<file path="config.mk">
export PLATFORM = sky130hd
export DESIGN_NAME = rs_dispatch_credit_gen
export DESIGN_NICKNAME = d
export VERILOG_FILES = /design/src/rtl/rs_pkg.sv /design/src/rtl/rs_credit_ctr.sv /design/src/rtl/rs_dispatch_credit_gen.sv
export SDC_FILE = /design/constraint.sdc
export NUM_CORES = 1
export LEC_CHECK = 0
export BUFFER_PORTS_ARGS = -buffer_cell sky130_fd_sc_hd__buf_2
export CAP_MARGIN = 20
export CORE_MARGIN = 2
export CORE_UTILIZATION = 35
export CTS_CLUSTER_SIZE = 25
export DETAILED_ROUTE_END_ITERATION = 10
export PLACE_DENSITY = 0.69
export REMOVE_ABC_BUFFERS = 1
export SYNTH_ARGS = -nofsm -noshare
export SYNTH_HDL_FRONTEND = slang
export SYNTH_SLANG_ARGS = --single-unit
export TNS_END_PERCENT = 50
</file>
<file path="constraint.sdc">
create_clock -name clk -period 4.9 [get_ports clk]
set_clock_uncertainty 0.05 [all_clocks]
set_input_delay 0.245 -clock clk [delete_from_list [all_inputs] [get_ports clk]]
set_output_delay 0.245 -clock clk [all_outputs]
set_load 0.02 [all_outputs]
</file>
<file path="src/rtl/rs_pkg.sv">
// rtl/rs_pkg.sv - shared reservation-station class codes and defaults
package rs_pkg;

   localparam int RS_ENT_SEL    = 3;
   localparam int RS_DEPTH_DFLT = 8;

   // Code 0 means the instruction needs no RS entry; class index is code-1.
   typedef enum logic [RS_ENT_SEL-1:0] {
      RS_CLS_NONE   = 3'd0,
      RS_CLS_ALU    = 3'd1,
      RS_CLS_BRANCH = 3'd2,
      RS_CLS_MUL    = 3'd3,
      RS_CLS_LDST   = 3'd4
   } rs_cls_e;

endpackage

</file>
<file path="src/rtl/rs_credit_ctr.sv">
// rtl/rs_credit_ctr.sv - free-entry credit counter for one RS class
module rs_credit_ctr #(
   parameter int RS_DEPTH = 8,
   parameter int CRD_W    = 4
) (
   input  logic             clk,
   input  logic             reset,
   input  logic             flush,
   input  logic [CRD_W-1:0] dec,
   input  logic [CRD_W-1:0] inc,
   output logic [CRD_W-1:0] credit,
   output logic             overflow
);

   localparam logic [CRD_W:0] DEPTH_V = (CRD_W+1)'(RS_DEPTH);

   logic [CRD_W:0] sum;

   // dec never exceeds credit, so the extra top bit only ever carries a release overshoot.
   assign sum      = {1'b0, credit} + {1'b0, inc} - {1'b0, dec};
   assign overflow = ~flush & (sum > DEPTH_V);

   always_ff @(posedge clk or posedge reset) begin
      if (reset)
         credit <= DEPTH_V[CRD_W-1:0];
      else if (flush || overflow)
         credit <= DEPTH_V[CRD_W-1:0];
      else
         credit <= sum[CRD_W-1:0];
   end

endmodule

</file>
<file path="src/rtl/rs_dispatch_credit_gen.sv">
// rtl/rs_dispatch_credit_gen.sv - RS request decode, in-order credit grant and stall; RS_DISP_STATS_EN adds stall_cyc
module rs_dispatch_credit_gen
   import rs_pkg::*;
#(
   parameter int DISP_W   = 2,
   parameter int NUM_CLS  = 4,
   parameter int ENT_SEL  = RS_ENT_SEL,
   parameter int RS_DEPTH = RS_DEPTH_DFLT,
   parameter int CRD_W    = 4,
   parameter int PARTIAL  = 1
) (
   input  logic                       clk,
   input  logic                       reset,
   input  logic [DISP_W-1:0]          slot_valid,
   input  logic [DISP_W*ENT_SEL-1:0]  slot_cls,
   input  logic                       disp_en,
   input  logic                       flush,
   input  logic [NUM_CLS*CRD_W-1:0]   rel_cnt,
   output logic [NUM_CLS*DISP_W-1:0]  req,
   output logic [NUM_CLS*2-1:0]       req_num,
   output logic [DISP_W-1:0]          grant,
   output logic                       stall,
   output logic [NUM_CLS*CRD_W-1:0]   credit,
   output logic                       credit_err
`ifdef RS_DISP_STATS_EN
   ,
   output logic [NUM_CLS*32-1:0]      stall_cyc
`endif
);

   logic [DISP_W-1:0][NUM_CLS-1:0] hit;
   logic [NUM_CLS-1:0][CRD_W-1:0]  crd;
   logic [NUM_CLS-1:0][CRD_W-1:0]  cnt;
   logic [NUM_CLS-1:0][CRD_W-1:0]  dec;
   logic [NUM_CLS-1:0]             ovf;
   logic [DISP_W-1:0]              elig;
   logic                           ok;
   logic                           run;
   logic                           all_ok;
`ifdef RS_DISP_STATS_EN
   logic [DISP_W-1:0]              short;
`endif

   always_comb begin
      hit     = '0;
      req     = '0;
      req_num = '0;
      cnt     = '0;
      dec     = '0;
      elig    = '0;
      grant   = '0;
      ok      = 1'b0;
      run     = 1'b1;
      all_ok  = 1'b1;
`ifdef RS_DISP_STATS_EN
      short   = '0;
`endif
      for (int s = 0; s < DISP_W; s++) begin
         ok = slot_valid[s] & disp_en & ~flush & ~reset;
         for (int c = 0; c < NUM_CLS; c++) begin
            hit[s][c] = slot_valid[s] && (slot_cls[s*ENT_SEL +: ENT_SEL] == ENT_SEL'(c+1));
            req[c*DISP_W+s] = hit[s][c];
            if (hit[s][c]) begin
               // cnt counts lower valid slots of this class: the grants this slot must queue behind
               if (crd[c] <= cnt[c]) begin
                  ok = 1'b0;
`ifdef RS_DISP_STATS_EN
                  short[s] = 1'b1;
`endif
               end
               cnt[c] = cnt[c] + 1'b1;
               req_num[c*2 +: 2] = req_num[c*2 +: 2] + 2'd1;
            end
         end
         elig[s] = ok;
         all_ok  = all_ok & (~slot_valid[s] | ok);
      end
      if (PARTIAL != 0) begin
         for (int s = 0; s < DISP_W; s++) begin
            grant[s] = elig[s] & run;
            run      = run & (~slot_valid[s] | elig[s]);
         end
      end else begin
         grant = slot_valid & {DISP_W{all_ok}};
      end
      for (int s = 0; s < DISP_W; s++)
         for (int c = 0; c < NUM_CLS; c++)
            if (grant[s] && hit[s][c])
               dec[c] = dec[c] + 1'b1;
   end

   assign stall  = |(slot_valid & ~grant);
   assign credit = crd;

   for (genvar c = 0; c < NUM_CLS; c++) begin : g_ctr
      rs_credit_ctr #(
         .RS_DEPTH (RS_DEPTH),
         .CRD_W    (CRD_W)
      ) u_ctr (
         .clk      (clk),
         .reset    (reset),
         .flush    (flush),
         .dec      (dec[c]),
         .inc      (rel_cnt[c*CRD_W +: CRD_W]),
         .credit   (crd[c]),
         .overflow (ovf[c])
      );
   end

   always_ff @(posedge clk or posedge reset) begin
      if (reset)
         credit_err <= 1'b0;
      else if (|ovf)
         credit_err <= 1'b1;
   end

`ifdef RS_DISP_STATS_EN
   logic [NUM_CLS-1:0]       stat_hit;
   logic                     found;
   logic [NUM_CLS-1:0][31:0] stat;

   // Only the oldest blocked slot is charged, and only when its class ran out of credit.
   always_comb begin
      stat_hit = '0;
      found    = 1'b0;
      for (int s = 0; s < DISP_W; s++) begin
         if (!found && slot_valid[s] && !grant[s]) begin
            found = 1'b1;
            if (short[s])
               stat_hit = hit[s];
         end
      end
   end

   always_ff @(posedge clk or posedge reset) begin
      if (reset)
         stat <= '0;
      else
         for (int c = 0; c < NUM_CLS; c++)
            if (stat_hit[c] && stat[c] != 32'hFFFF_FFFF)
               stat[c] <= stat[c] + 32'd1;
   end

   assign stall_cyc = stat;
`endif

endmodule

</file>
==> flow_summary.yaml <==
layout:
  antenna-diode-count: 0
  instances_no_fill: 399
  drive_above_1_share_pct: 25.9
  seq_area_sq_um: 430
  multi_input_area_sq_um: 1490
  fillers: 643
  final_core_util_pct: 44.2
  area_delta_synth_final_pct: 20.9
  layout.nets: 401
placement:
  port_buffers: 63
  place.gp.congestion: 0.847
  dp.cells: 395
  place_hpwl_um: 4560
grt:
  grt_pass1_vias: 1946
  antenna_found_initial: 0
  globalRouteOverflowTotal: 0
  grt_start_max_net_pins: 18
  grt_pass1_wl_um: 8830
  grtUsageTotal_pct: 15.4
cts:
  postCtsSetupBuffers: 0
  clk_pin_slew_ns: 0.07
  h-tree-depth: 1
  numCtsBuffers: 3
  cts_tree: "built"
  cts-root-buf: "clkbuf_8"
  clock_path_buffers: 2
  post_cts_resized: 0
  clk_latency_ns: 0.25
  numClockSinks: 17
  cts_hold_buf: 0
route:
  drc_errors: 0
  drt_iter0_drc: 52
  dr.pass1.iters: 4
  ant_nets: 0
  viasPerCell: 4.97
  wl_per_cell_um: 12.9
  via_count: 1982
  finalWirelength_um: 5160
floorplan:
  num_rows: 28
  fp.dieH_um: 82.9
  die_area_sq_um: 6870
  io_pins: 64
  initial_core_util_pct: 36.6
  core-area_sq_um: 5960
  dieWidth_um: 82.9
power_and_ir_drop:
  p_total_mw: 1.36
  vdd_drop_max_uv: 303
  p_per_area_nw_per_um2: 517
  leakage_nw: 1.52
setup_path:
  r2r_cells: 16
  worstPathArrival_ns: 4.37
  startpoint_type: "flop"
  setup.worst_path.end_class: "flop"
  worstSetupPathType: "flop to flop"
  path_max_fanout: 5
  critical_path_required_ns: 4.98
flow_run:
  drv_cap: 0
synth:
  syn_inst: 257
  ys_ff_latch: 17
  synth_warnings: 0
  synth_area_sq_um: 2180
  avgSynthCellArea_sq_um: 8.48
  synth_cell_type_count: 44
  ys_seq_area_share_pct: 19.7
timing:
  slew_headroom_pct: 56.9
  min_period_over_period_pct: 87.6
  hold_violations: 0
  fin_setup_tns_ns: 0
  fin_crit_ns: 4.29
  rsz0062_at_grt: "no"
  worstMarginPinSlew_ns: 0.646
  clock.fmax_ghz: 0.233
  finalSetupViolCount: 0
  slew_viol_final: 0
hold_path:
  hold_class: "input port to async pin"
outcome:
  status: "finished clean"
-- per-stage QoR --
stage	instance area (sq um)	setup slack, ns	hold WS, ns
after CTS	2640	0.592	0.0586
after global routing	2640	0.320	0.0972
after global placement	2590	0.372	0.330
after floorplan	2180	0.751	0.118
final	2640	0.610	0.0376
after detailed placement	2590	0.401	0.336
-- report_power, final --
part / internal [mW] / switching, mW
Sequential: 0.208 / 0.0520
Clock: 0.0564 / 0.0472
Combinational: 0.420 / 0.577
-- cells in the final DEF (no fill, tap or decap), types with 4 or more instances in the layout --
cell       instances
o32a_1             4
nand2_1            4
a211oi_1           7
o32ai_1            5
fa_1               8
xnor2_1            4
a21oi_1            4
nand3_1            5
inv_1             68
and2_1             6
ha_1              40
nand4bb_1          5
dfstp_2            4
buf_2             63
a21o_1             4
nor2_1            21
nor3_1            11
o21ai_0            7
dfrtp_1           13
-- path summary, 6_finish.rpt --
| path | from | endpoint | slack, ns |
|---|---|---|---|
| worst min-delay path | reset | g_ctr[2].u_ctr.credit[0] | 0.04 |
| worst max-delay path | g_ctr[3].u_ctr.credit[2] | credit_err | 0.61 |
| min in group clk | flush | g_ctr[3].u_ctr.credit[2] | 0.24 |
| max in group asynchronous | reset | g_ctr[0].u_ctr.credit[2] | 4.35 |
| worst min register to register | credit_err | credit_err | 0.43 |
| worst max register to register | g_ctr[3].u_ctr.credit[2] | credit_err | 0.61 |
-- synthesized netlist by cell type, drive strengths merged --
cell type  instances  area share, %
inv               69             12
ha                40             23
nor2              23            4.2
dfrtp             13             15
nor3              12            3.0
fa                 8            7.3
a211oi             7            2.4
o21ai              7            1.6
and2               6            1.7
o32ai              6            2.8
nand2              5           0.98
nand3              5            1.1
nand4bb            5            2.6
a21o               4            1.4
a21oi              4           0.92
dfstp              4            4.8
o32a               4            1.8
or3                4            1.4
xnor2              4            1.6
a21boi             3            1.0
and3b              3            1.2
o21bai             3            1.0
o311ai             3            1.2
or2                3           0.86
a211o              2           0.86
nor4               2           0.86
a22o               1           0.40
and4               1           0.40
nand2b             1           0.29
nand4b             1           0.40
nor3b              1           0.34
o211ai             1           0.98
o22ai              1           0.29
or3b               1           0.40
-- layout make-up --
cell class / count / share of cell area [%]
flip-flops and latches: 17 / 16.3
well taps: 75 / 3.56
clock buffers: 3 / 1.57
multi-input cells: 171 / 56.6
clock inverters: 1 / 0.190
repair buffers: 63 / 12.0
inverters: 69 / 9.83
-- layer usage --
layer  global-route usage (%)  up-vias  part of all wire, %
met4                     3.43        0                  1.1
li1                         -     1009                    -
met5                        0        -                    0
met2                     27.5       53                   50
met3                     2.78        7                  4.9
met1                     19.2      913                   44
-- flip-flops by register name, indices dropped and copies added, names as in the netlist --
register	count
credit_err	1
g_ctr.u_ctr.credit	16
-- logic make-up after synthesis --
| logic type | count (synthesis) | share of synthesized area (%) |
|---|---|---|
| buffers and inverters | 69 | 11.9 |
| flip-flops | 17 | 19.7 |
| XOR/XNOR | 4 | 1.61 |
| AO/OA/AOI/OAI | 46 | 16.7 |
| AND/OR/NAND/NOR | 73 | 19.7 |
| adder cells (fa/ha/maj) | 48 | 30.3 |
-- critical path: stages, from the launching register on --
cell and delay, ns:
dfrtp_1 0.41, or3_1 0.38, o311ai_1 0.30, a211o_2 0.22, inv_2 0.07, o211ai_4 0.25
nor2_2 0.06, ha_1 0.27, ha_1 0.27, inv_1 0.04, ha_1 0.22, fa_1 0.49
o32a_1 0.34, o21ai_0 0.16, o32ai_1 0.16, nor4_1 0.38, o21bai_1 0.10
Power figures use the tool's default switching activity.
